## config.mk

```make
export PLATFORM = sky130hd
export DESIGN_NAME = digital_tube_scan_ctrl_flat
export DESIGN_NICKNAME = d
export VERILOG_FILES = /design/src/rtl/digital_tube_scan_ctrl_pkg.sv /design/src/rtl/digital_tube_scan_ctrl_if.sv /design/src/rtl/digital_tube_scan_ctrl_hex7seg.sv /design/src/rtl/digital_tube_scan_ctrl.sv /design/src/flat_wrapper.sv
export SDC_FILE = /design/constraint.sdc
export NUM_CORES = 1
export LEC_CHECK = 0
export CORE_MARGIN = 2
export CORE_UTILIZATION = 40
export DETAILED_ROUTE_END_ITERATION = 8
export GPL_ROUTABILITY_DRIVEN = 0
export PLACE_DENSITY = 0.71
export SLEW_MARGIN = 20
export SYNTH_ARGS = -nofsm -noshare
export SYNTH_HDL_FRONTEND = slang
export SYNTH_SLANG_ARGS = --single-unit
```

## constraint.sdc

```tcl
create_clock -name clk -period 6 [get_ports clk]
set_input_delay 0.9 -clock clk [delete_from_list [all_inputs] [get_ports clk]]
set_output_delay 0.9 -clock clk [all_outputs]
set_load 0.01 [all_outputs]
```

## src/rtl/digital_tube_scan_ctrl_pkg.sv

```systemverilog
// Shared definitions for the seven-segment scan controller.
// Contents: register word offsets, CTRL field positions, blank-mask width,
// the all-off segment pattern and a helper for active-low segment drive.
package disp_pkg;

  typedef enum logic [1:0] {
    REG_DATA = 2'd0,
    REG_AUX  = 2'd1,
    REG_CTRL = 2'd2,
    REG_RSVD = 2'd3
  } reg_addr_e;

  localparam int CTRL_EN_BIT = 0;
  localparam int MASK_LSB    = 1;
  localparam int MASK_W      = 9;
  localparam int CTRL_W      = MASK_LSB + MASK_W;
  localparam int AUX_W       = 4;

  localparam logic [7:0] SEG_OFF = 8'hff;

  // Converts positive-logic g..a segments to the active-low pad pattern.
  // The decimal point (bit7) is never lit.
  function automatic logic [7:0] seg_drive(input logic [6:0] seg, input logic blank);
    return blank ? SEG_OFF : {1'b1, ~seg};
  endfunction

endpackage

```

## src/rtl/digital_tube_scan_ctrl_if.sv

```systemverilog
// Peripheral-bus port bundle of the scan controller.
//   addr  : word select (DATA / AUX / CTRL / reserved)
//   we    : write strobe
//   be    : byte enables
//   wdata : write data
//   rdata : combinational read data of the addressed word
interface digital_tube_scan_ctrl_if;
  logic [1:0]  addr;
  logic        we;
  logic [3:0]  be;
  logic [31:0] wdata;
  logic [31:0] rdata;

  modport master (output addr, we, be, wdata, input rdata);
  modport slave  (input addr, we, be, wdata, output rdata);
endinterface

```

## src/rtl/digital_tube_scan_ctrl_hex7seg.sv

```systemverilog
// Hex nibble to seven-segment decoder, positive logic.
//   hex : nibble to display
//   seg : segments g..a in bits [6:0], 1 = lit
module hex7seg (
  input  logic [3:0] hex,
  output logic [6:0] seg
);

  always_comb begin
    seg = 7'h00;
    case (hex)
      4'h0: seg = 7'h3f;
      4'h1: seg = 7'h06;
      4'h2: seg = 7'h5b;
      4'h3: seg = 7'h4f;
      4'h4: seg = 7'h66;
      4'h5: seg = 7'h6d;
      4'h6: seg = 7'h7d;
      4'h7: seg = 7'h07;
      4'h8: seg = 7'h7f;
      4'h9: seg = 7'h6f;
      4'ha: seg = 7'h77;
      4'hb: seg = 7'h7c;
      4'hc: seg = 7'h39;
      4'hd: seg = 7'h5e;
      4'he: seg = 7'h79;
      4'hf: seg = 7'h71;
      default: seg = 7'h00;
    endcase
  end

endmodule

```

## src/rtl/digital_tube_scan_ctrl.sv

```systemverilog
// Memory-mapped scan controller for three seven-segment groups.
//   clk, reset         : system clock, asynchronous active-high reset
//   bus                : register access (DATA, AUX, CTRL)
//   digital_tube0/1    : active-low segments of the scanned tube0/tube1 digit
//   digital_tube2      : active-low segments of the single tube2 digit
//   sel0/sel1          : one-hot digit selects, active-high
//   sel2               : tube2 select, active-high
//   frame_tick         : one-cycle pulse when the display shadows reload
module digital_tube_scan_ctrl
  import disp_pkg::*;
#(
  parameter int SCAN_DIV = 25000,
  parameter int CNT_W    = 16
) (
  input  logic                     clk,
  input  logic                     reset,
  digital_tube_scan_ctrl_if.slave  bus,
  output logic [7:0]               digital_tube0,
  output logic [7:0]               digital_tube1,
  output logic [7:0]               digital_tube2,
  output logic [3:0]               sel0,
  output logic [3:0]               sel1,
  output logic                     sel2,
  output logic                     frame_tick
);

  localparam logic [CNT_W-1:0] PRESC_LAST = CNT_W'(SCAN_DIV - 1);

  logic [31:0]       data_q;
  logic [AUX_W-1:0]  aux_q;
  logic [CTRL_W-1:0] ctrl_q;

  logic [31:0]       shadow_data;
  logic [AUX_W-1:0]  shadow_aux;
  logic [MASK_W-1:0] shadow_mask;

  logic [CNT_W-1:0]  presc;
  logic [1:0]        idx;
  logic              en_d;

  logic              en;
  logic              slot_end;
  logic              reload;
  logic              show;
  logic [3:0]        nib0;
  logic [3:0]        nib1;
  logic [6:0]        seg0;
  logic [6:0]        seg1;
  logic [6:0]        seg2;

  assign en       = ctrl_q[CTRL_EN_BIT];
  assign slot_end = (presc == PRESC_LAST);
  // Reload on the first enabled cycle and whenever idx wraps 3->0.
  assign reload   = en && (!en_d || (slot_end && idx == 2'd3));
  // The first enabled cycle is still loading the shadows, so keep it blank.
  assign show     = en && en_d;

  always_ff @(posedge clk or posedge reset) begin
    if (reset) begin
      data_q <= '0;
      aux_q  <= '0;
      ctrl_q <= '0;
    end else if (bus.we) begin
      case (reg_addr_e'(bus.addr))
        REG_DATA: begin
          for (int b = 0; b < 4; b++) begin
            if (bus.be[b]) data_q[8*b +: 8] <= bus.wdata[8*b +: 8];
          end
        end
        REG_AUX: begin
          if (bus.be[0]) aux_q <= bus.wdata[AUX_W-1:0];
        end
        REG_CTRL: begin
          if (bus.be[0]) ctrl_q[7:0] <= bus.wdata[7:0];
          if (bus.be[1]) ctrl_q[CTRL_W-1:8] <= bus.wdata[CTRL_W-1:8];
        end
        default: ;
      endcase
    end
  end

  always_comb begin
    bus.rdata = '0;
    case (reg_addr_e'(bus.addr))
      REG_DATA: bus.rdata = data_q;
      REG_AUX:  bus.rdata = 32'(aux_q);
      REG_CTRL: bus.rdata = 32'(ctrl_q);
      default:  bus.rdata = '0;
    endcase
  end

  always_ff @(posedge clk or posedge reset) begin
    if (reset) begin
      presc <= '0;
      idx   <= '0;
      en_d  <= 1'b0;
    end else begin
      en_d <= en;
      if (!en) begin
        presc <= '0;
        idx   <= '0;
      end else if (slot_end) begin
        presc <= '0;
        idx   <= idx + 2'd1;
      end else begin
        presc <= presc + CNT_W'(1);
      end
    end
  end

  // Shadows sample the pre-write register values, so a same-cycle write
  // lands in the following frame.
  always_ff @(posedge clk or posedge reset) begin
    if (reset) begin
      shadow_data <= '0;
      shadow_aux  <= '0;
      shadow_mask <= '0;
    end else if (reload) begin
      shadow_data <= data_q;
      shadow_aux  <= aux_q;
      shadow_mask <= ctrl_q[MASK_LSB +: MASK_W];
    end
  end

  assign nib0 = shadow_data[{idx, 2'b00} +: 4];
  assign nib1 = shadow_data[{1'b1, idx, 2'b00} +: 4];

  hex7seg u_dec0 (.hex(nib0),       .seg(seg0));
  hex7seg u_dec1 (.hex(nib1),       .seg(seg1));
  hex7seg u_dec2 (.hex(shadow_aux), .seg(seg2));

  always_ff @(posedge clk or posedge reset) begin
    if (reset) begin
      digital_tube0 <= SEG_OFF;
      digital_tube1 <= SEG_OFF;
      digital_tube2 <= SEG_OFF;
      sel0          <= '0;
      sel1          <= '0;
      sel2          <= 1'b0;
      frame_tick    <= 1'b0;
    end else begin
      frame_tick <= reload;
      if (show) begin
        digital_tube0 <= seg_drive(seg0, shadow_mask[idx]);
        digital_tube1 <= seg_drive(seg1, shadow_mask[{1'b1, idx}]);
        digital_tube2 <= seg_drive(seg2, shadow_mask[MASK_W-1]);
        sel0          <= 4'b0001 << idx;
        sel1          <= 4'b0001 << idx;
        sel2          <= 1'b1;
      end else begin
        digital_tube0 <= SEG_OFF;
        digital_tube1 <= SEG_OFF;
        digital_tube2 <= SEG_OFF;
        sel0          <= '0;
        sel1          <= '0;
        sel2          <= 1'b0;
      end
    end
  end

endmodule

```

## src/flat_wrapper.sv

```systemverilog
// flat-port wrapper written by rule: the top's interface ports become plain ports
module digital_tube_scan_ctrl_flat import disp_pkg::*;
#(
  parameter int SCAN_DIV = 25000,
  parameter int CNT_W    = 16
)
  (clk, reset, digital_tube0, digital_tube1, digital_tube2, sel0, sel1, sel2, frame_tick, bus_addr, bus_we, bus_be, bus_wdata, bus_rdata);
  digital_tube_scan_ctrl_if bus_i ();
  input  logic clk;
  input  logic reset;
  output logic [7:0] digital_tube0;
  output logic [7:0] digital_tube1;
  output logic [7:0] digital_tube2;
  output logic [3:0] sel0;
  output logic [3:0] sel1;
  output logic sel2;
  output logic frame_tick;
  input wire logic [$bits(bus_i.addr)-1:0] bus_addr;
  input wire logic [$bits(bus_i.we)-1:0] bus_we;
  input wire logic [$bits(bus_i.be)-1:0] bus_be;
  input wire logic [$bits(bus_i.wdata)-1:0] bus_wdata;
  output wire logic [$bits(bus_i.rdata)-1:0] bus_rdata;
  assign bus_i.addr = bus_addr;
  assign bus_i.we = bus_we;
  assign bus_i.be = bus_be;
  assign bus_i.wdata = bus_wdata;
  assign bus_rdata = bus_i.rdata;
  digital_tube_scan_ctrl #(.SCAN_DIV(SCAN_DIV), .CNT_W(CNT_W)) u_core (.clk(clk), .reset(reset), .bus(bus_i), .digital_tube0(digital_tube0), .digital_tube1(digital_tube1), .digital_tube2(digital_tube2), .sel0(sel0), .sel1(sel1), .sel2(sel2), .frame_tick(frame_tick));
endmodule
```

# After elaboration in Yosys (flattened, before gate mapping)
# Memory sizes are Yosys's and may differ from the RTL's.
# Cells that the tools add are included.
# totals
memories,3
regBits,140
mem_bits_ro,336
out_inout_bits,66
# classes
add_sub_neg,2
shifts,3
magnitude_cmp,2
eq_ne,5
mux,17
reduce_logical,13
bitwise,3
# memory_table
name,depth,word_bits,rd,rd_ports_with_merged_regs,wr,line_no,source
(name not given),16,7,1,0,0,digital_tube_scan_ctrl_hex7seg.sv:11,case (hex)
(name not given),16,7,1,0,0,digital_tube_scan_ctrl_hex7seg.sv:11,
(name not given),16,7,1,0,0,digital_tube_scan_ctrl_hex7seg.sv:11,
# op_table
cell,count
case mux 32 bit (3 select lines),1
two-way mux 16 bit,2
indexed part select 32 x 5 -> 4 bit,1
indexed part select 32 x 6 -> 4 bit,1
two-way mux 8 bit,3
two-way mux 7 bit,3
inverter 7 bit,3
AND reduction 3 bit,7
adder 16 x 1 -> 16 bit (second input constant),1
== test 16 x 15 -> 1 bit (second input constant),1
less-than comparator 2 x 5 -> 1 bit (second input constant),1
less-than comparator 3 x 5 -> 1 bit (second input constant),1
binary-select mux 1 bit (select 2 bit),2
== test 2 bit (second input constant),2
two-way mux 2 bit,2
two-way mux 4 bit,1
left shift 1 x 2 -> 4 bit (first input constant),1
logical AND 1 bit,3
two-way mux 1 bit,3
adder 2 x 1 -> 2 bit (second input constant),1
== test 2 x 1 -> 1 bit (second input constant),1
logical NOT 2 bit,1
inequality test 2 bit (second input constant),1
logical NOT 1 bit,1
logical OR 1 bit,1

# Depth between registers and ports, before layout
# An unclocked memory read counts as a cell.
# depth
ltp_word,5
mapped_depth,8
ltp_nobuf,6

# Hierarchy
# Synthesis repeated with hierarchy kept, for this count alone.
# hier_totals
hier_cells,527
area_unflattened_um2,6682.7
# modules_own_cells
mod,n_inst,seq_area_each_um2,area_each_um2,cells_each
digital_tube_scan_ctrl,1,3454.6,5824.3,428
hex7seg at u_core.u_dec0 ...,2,0.0,287.8,33
hex7seg at u_core.u_dec1,1,0.0,282.8,33

# Least setup slack after synthesis
# OpenSTA, ideal clock, no wires.
# synth_path
kind,input -> output
startpoint,input port bus_addr[0]
endpoint,output port bus_rdata[0]
path_slack_ps,3472
t_required_ps,5100
path_buffers,1
cell_stages,3
t_arrival_ps,1628
path_cell_list,buf_1 mux2i_1 o21ai_0
# synth_between
elab_chain_len,2
elab_cells_between_ends,4
classes_between,2 x eq/ne; 1 x mux; 1 x reduce/logical
# synth_rtl
element,line_no,source
"start, declared",flat_wrapper.sv:18,input wire logic [$bits(bus_i.addr)-1:0] bus_addr;
"== test 2 bit, or another cell as far along",digital_tube_scan_ctrl.sv:84,case (reg_addr_e'(bus.addr))
case mux 32 bit (3 select lines) (*),digital_tube_scan_ctrl.sv:84,
"end, declared",flat_wrapper.sv:22,output wire logic [$bits(bus_i.rdata)-1:0] bus_rdata;
# Every way passes the cells marked *; elsewhere a longest branch is shown, timed or not.

# Worst setup path in the final report
# layout_path
startpoint,input port bus_addr[0]
endpoint,output port bus_rdata[31]
# The elaborated chain is that of the path after synthesis.

==> report_table.html <==
<table>
<tr><th>Metric</th><th>Value</th></tr>
<tr><th colspan="2">Status</th></tr>
<tr><td>Result of the run</td><td>completed</td></tr>
<tr><th colspan="2">Drt</th></tr>
<tr><td>Detailed-route vias per instance</td><td>5.31</td></tr>
<tr><td>Detailed-route wire length</td><td>15300 µm</td></tr>
<tr><td>Remaining antenna violation count</td><td>0</td></tr>
<tr><td>Number of design rule violations left after detail routing</td><td>0</td></tr>
<tr><td>First DRT Iteration DRCs</td><td>325</td></tr>
<tr><td>Count of vias placed by the detailed router</td><td>4907</td></tr>
<tr><td>Post-DR wirelength/cell</td><td>16.6 µm</td></tr>
<tr><td>1st-pass router iterations</td><td>5</td></tr>
<tr><th colspan="2">Critical path</th></tr>
<tr><td>Most used cell, CP</td><td>clkdlybuf4s50_1</td></tr>
<tr><td>Endpoint class of the critical path</td><td>output port</td></tr>
<tr><td>Largest stage delay on the critical path</td><td>750 ps</td></tr>
<tr><td>Cell type group with the largest total delay on the critical path</td><td>buffers and inverters</td></tr>
<tr><td>Maximum fanout encountered on the critical timing path</td><td>26</td></tr>
<tr><td>Endpoint arrival time on the critical path</td><td>3150 ps</td></tr>
<tr><td>Number of buffers and inverters on the critical path</td><td>2</td></tr>
<tr><td>Cells along the critical path</td><td>clkdlybuf4s50_1, nor2_2, and2_1, clkdlybuf4s50_1</td></tr>
<tr><td>Launching instance or port of the critical path</td><td>bus_addr[0]</td></tr>
<tr><td>Data required time of the worst path</td><td>5100 ps</td></tr>
<tr><td>Crit Reg-Reg Startpoint</td><td>u_core.idx[0]</td></tr>
<tr><td>Crit path kind</td><td>in -&gt; out</td></tr>
<tr><td>Nature of the critical path startpoint</td><td>primary input</td></tr>
<tr><td>Slowest stage cell on the critical path</td><td>nor2_2</td></tr>
<tr><th colspan="2">Yosys</th></tr>
<tr><td>Most used flip-flop cell after synthesis</td><td>dfrtp_1</td></tr>
<tr><td>Leading area contributor after synthesis</td><td>dfrtp_1</td></tr>
<tr><td>Fraction of registers with async set/reset</td><td>100%</td></tr>
<tr><td>Area fraction of the dominant cell type after synthesis</td><td>43.1%</td></tr>
<tr><td>Portion of the post-synthesis area used by sequential elements</td><td>51.3%</td></tr>
<tr><td>Main area contributors after synthesis</td><td>dfrtp_1 (43%), dfstp_2 (8.2%), mux2_2 (8.0%)</td></tr>
<tr><td>Register bit count reported by yosys</td><td>137</td></tr>
<tr><td>Synth Cell Area</td><td>6730 µm²</td></tr>
<tr><td>Netlist cell types</td><td>48</td></tr>
<tr><td>Mapped Avg Cell Area</td><td>11.1 µm²</td></tr>
<tr><td>Number of enable-type register cells in the synthesized netlist</td><td>0</td></tr>
<tr><td>Synthesized netlist cell count</td><td>607</td></tr>
<tr><td>Yosys synthesis warning count</td><td>0</td></tr>
<tr><th colspan="2">Global routing</th></tr>
<tr><td>Wire length of the first global-routing pass</td><td>25300 µm</td></tr>
<tr><td>Number of antenna violations at the first check in global routing</td><td>0</td></tr>
<tr><td>Remaining Overflow, GRT</td><td>0</td></tr>
<tr><td>Largest net degree at the start of global routing</td><td>82</td></tr>
<tr><td>Via count of the first global-routing pass</td><td>4904</td></tr>
<tr><td>GRT Util Overall</td><td>17.8%</td></tr>
<tr><th colspan="2">Power</th></tr>
<tr><td>Switching component of the power</td><td>1070 µW</td></tr>
<tr><td>Seq pwr share</td><td>40.2%</td></tr>
<tr><td>Switching part of the total power</td><td>31.2%</td></tr>
<tr><td>Static Leakage</td><td>0.00358 µW</td></tr>
<tr><td>Power per cell area</td><td>408 nW/µm²</td></tr>
<tr><td>Internal portion of total power</td><td>2360 µW</td></tr>
<tr><td>Portion of total power attributed to combinational logic</td><td>29.6%</td></tr>
<tr><td>VDD IR max</td><td>0.237 mV</td></tr>
<tr><td>Clock group share of total power</td><td>30.2%</td></tr>
<tr><th colspan="2">Floorplan</th></tr>
<tr><td>Area of the die</td><td>17900 µm²</td></tr>
<tr><td># IOs</td><td>107</td></tr>
<tr><td>Width of the die</td><td>134 µm</td></tr>
<tr><td>Vertical die dimension</td><td>134 µm</td></tr>
<tr><td>Floorplan row count</td><td>47</td></tr>
<tr><td>Placeable Area</td><td>16500 µm²</td></tr>
<tr><td>Effective utilization at floorplan</td><td>40.7%</td></tr>
<tr><th colspan="2">Place</th></tr>
<tr><td>Placed Instances</td><td>893</td></tr>
<tr><td>Pre-CTS worst setup slack</td><td>1560 ps</td></tr>
<tr><td>Hpwl dp</td><td>10700 µm</td></tr>
<tr><td>Count of buffers inserted at the top-level ports</td><td>103</td></tr>
<tr><th colspan="2">Clock tree</th></tr>
<tr><td>CTS root buffer</td><td>clkbuf_16</td></tr>
<tr><td>Bufs on Longest Clock Path</td><td>2</td></tr>
<tr><td>Number of H-tree levels</td><td>4</td></tr>
<tr><td>TritonCTS buffer count</td><td>17</td></tr>
<tr><td>Number of cells upsized or downsized after cts</td><td>0</td></tr>
<tr><td>Buffers inserted by post-CTS timing repair</td><td>0</td></tr>
<tr><td>CTS tree</td><td>built</td></tr>
<tr><td>Number of buffers added to fix hold violations after cts</td><td>0</td></tr>
<tr><td>Source-to-sink clock delay at the later pin of the worst-skew pair</td><td>420 ps</td></tr>
<tr><td>Clk sink count</td><td>137</td></tr>
<tr><td>Clock Pin Slew Worst Setup and Hold Paths</td><td>50 ps</td></tr>
<tr><th colspan="2">Final layout</th></tr>
<tr><td>NumNets Final</td><td>756</td></tr>
<tr><td>Proportion of layout cells with a drive suffix above 1</td><td>17.5%</td></tr>
<tr><td>Area growth from synthesis to final layout</td><td>25.1%</td></tr>
<tr><td>Antenna Diode Count</td><td>0</td></tr>
<tr><td>Filler instances</td><td>1435</td></tr>
<tr><td>Number of cells in the finished layout apart from fillers</td><td>924</td></tr>
<tr><th colspan="2">Timing</th></tr>
<tr><td>Final Max Tran Viols</td><td>0</td></tr>
<tr><td>Slew @ Worst Pin</td><td>962 ps</td></tr>
<tr><td>Fin. Hold Viols</td><td>0</td></tr>
<tr><td>RSZ-0062 raised after global routing</td><td>false</td></tr>
<tr><td>Final setup violating endpoints</td><td>0</td></tr>
<tr><td>Setup WS post-layout</td><td>1950 ps</td></tr>
<tr><td>Max-slew headroom at the worst pin</td><td>35.9%</td></tr>
<tr><td>Setup clock skew after layout</td><td>5.74 ps</td></tr>
<tr><td>Period utilisation layout</td><td>67.5%</td></tr>
<tr><td>Setup Total Neg Slack</td><td>0 ps</td></tr>
<tr><td>Max Fclk</td><td>247 MHz</td></tr>
<tr><td>Min cycle time layout</td><td>4050 ps</td></tr>
<tr><th colspan="2">Hold path</th></tr>
<tr><td>Startpoint of the tightest hold check path</td><td>u_core.presc[0]</td></tr>
<tr><td>Path category of the worst min-delay check</td><td>reg -&gt; reg</td></tr>
<tr><th colspan="2">Job</th></tr>
<tr><td>Number of max-cap violations</td><td>0</td></tr>
</table>
==> power by group through the flow <==
stage          combinational [µW]  clock (µW)  sequential (µW)
2_1_floorplan                 706           0             1350
3_3_place_gp                  964           0             1380
3_5_place_dp                 1010           0             1400
4_1_cts                      1020        1060             1380
5_1_grt                      1120        1100             1420
6_report                     1020        1040             1380
==> routing by layer <==
layer / wire length [µm] / global-route usage (%)
met1: 6900 / 24.2
met2: 7380 / 27.8
met3: 755 / 4.15
met4: 282 / 6.74
met5: 0 / 0
==> cell type report <==
class | instances | area [µm²] | area share (%)
Tap cell | 220 | 275 | 3.27
Sequential cell | 137 | 3450 | 41.1
Clock inverter | 9 | 123 | 1.46
Clock buffer | 22 | 464 | 5.52
Timing Repair Buffer | 108 | 1070 | 12.7
Inverter | 19 | 73.8 | 0.877
Multi-Input combinational cell | 409 | 2950 | 35.1
==> registers in the layout, summed over array words and instances, names as in the netlist <==
signal / cells
u_core.data_q: 32
u_core.shadow_data: 32
u_core.presc: 16
u_core.ctrl_q: 10
u_core.shadow_mask: 9
u_core.digital_tube0: 7
u_core.digital_tube1: 7
u_core.digital_tube2: 7
u_core.aux_q: 4
u_core.sel0: 4
u_core.shadow_aux: 4
u_core.idx: 2
u_core.en_d: 1
u_core.frame_tick: 1
u_core.sel2: 1
==> cell usage after synthesis, drive strengths merged, types with 6 or more instances <==
cell,instances
inv,19
a21oi,9
nand3,11
dfstp,21
o211ai,6
nand2,103
xor2,9
o221ai,8
and3,12
ha,23
and2,25
o22ai,47
mux2,48
clkbuf,18
mux2i,16
dfrtp,116
buf,26
nor2,26
mux4,12
o21ai,10
nand2b,7
==> worst paths after layout <==
| path | end | slack (ps) | depth (start not counted) |
|---|---|---|---|
| worst min-delay path | u_core.presc[0] | 460 | 1 |
| max in group asynchronous | u_core.data_q[3] | 3650 | 3 |
| worst min register to register | u_core.presc[0] | 460 | 1 |
| worst max-delay path | bus_rdata[31] | 1950 | 4 |
| worst max register to register | u_core.digital_tube1[3] | 3420 | 6 |
| min in group asynchronous | u_core.data_q[30] | 1030 | 2 |
==> worst register-to-register path, cell delays in order, from the launching register on <==
cell and delay (ps):
dfrtp_1 860, mux4_2 680, inv_1 160, ha_1 160, inv_1 50, mux4_2 430
nand2b_1 150
==> per-stage QoR <==
step	total power (µW)	area (µm²)	utilization (%)	hold WS (ps)
3_3_place_gp	2340	7820	47.3	437
3_5_place_dp	2400	7820	47.3	465
6_report	3430	8410	50.9	463
2_1_floorplan	2060	6740	-	410
5_1_grt	3640	8410	50.9	504
4_1_cts	3450	8410	50.9	472
==> kinds of logic (layout without fill, tap and decap cells) <==
family / after synthesis / in the layout / share of synthesized area [%]
other cells: 1 / 3 / 0.0557
simple gates: 208 / 208 / 14.8
xor+xnor: 12 / 12 / 1.56
mux: 76 / 76 / 14.5
fa+ha+maj: 23 / 23 / 4.28
buf+inv: 63 / 158 / 4.89
compound gates: 87 / 87 / 8.61
flops: 137 / 137 / 51.3
==> cell usage in the layout (no fill, tap or decap), types with 3 or more instances in the layout <==
cell type / synthesis / routed
ha_1: 23 / 23
mux4_2: 11 / 11
nand2b_1: 7 / 7
nor2_1: 24 / 23
nand2_1: 103 / 103
nor2_2: 2 / 3
bufinv_16: 0 / 3
or3_1: 3 / 3
o221ai_2: 3 / 3
mux2_2: 48 / 48
o221ai_1: 5 / 5
buf_4: 8 / 5
and2_1: 25 / 25
nor2b_1: 5 / 5
a21oi_1: 9 / 9
o22ai_1: 47 / 47
inv_1: 19 / 18
o21ai_0: 8 / 8
nand3_1: 11 / 11
dfrtp_1: 116 / 116
nand4_1: 4 / 4
clkdlybuf4s50_1: 0 / 103
xnor2_1: 3 / 3
clkbuf_1: 18 / 3
mux2i_1: 16 / 16
clkbuf_16: 0 / 17
clkinv_2: 0 / 5
o211ai_1: 6 / 6
xor2_1: 9 / 9
conb_1: 1 / 3
and3_1: 12 / 12
dfstp_2: 21 / 21
No activity file was read; power rests on OpenSTA's default activity.
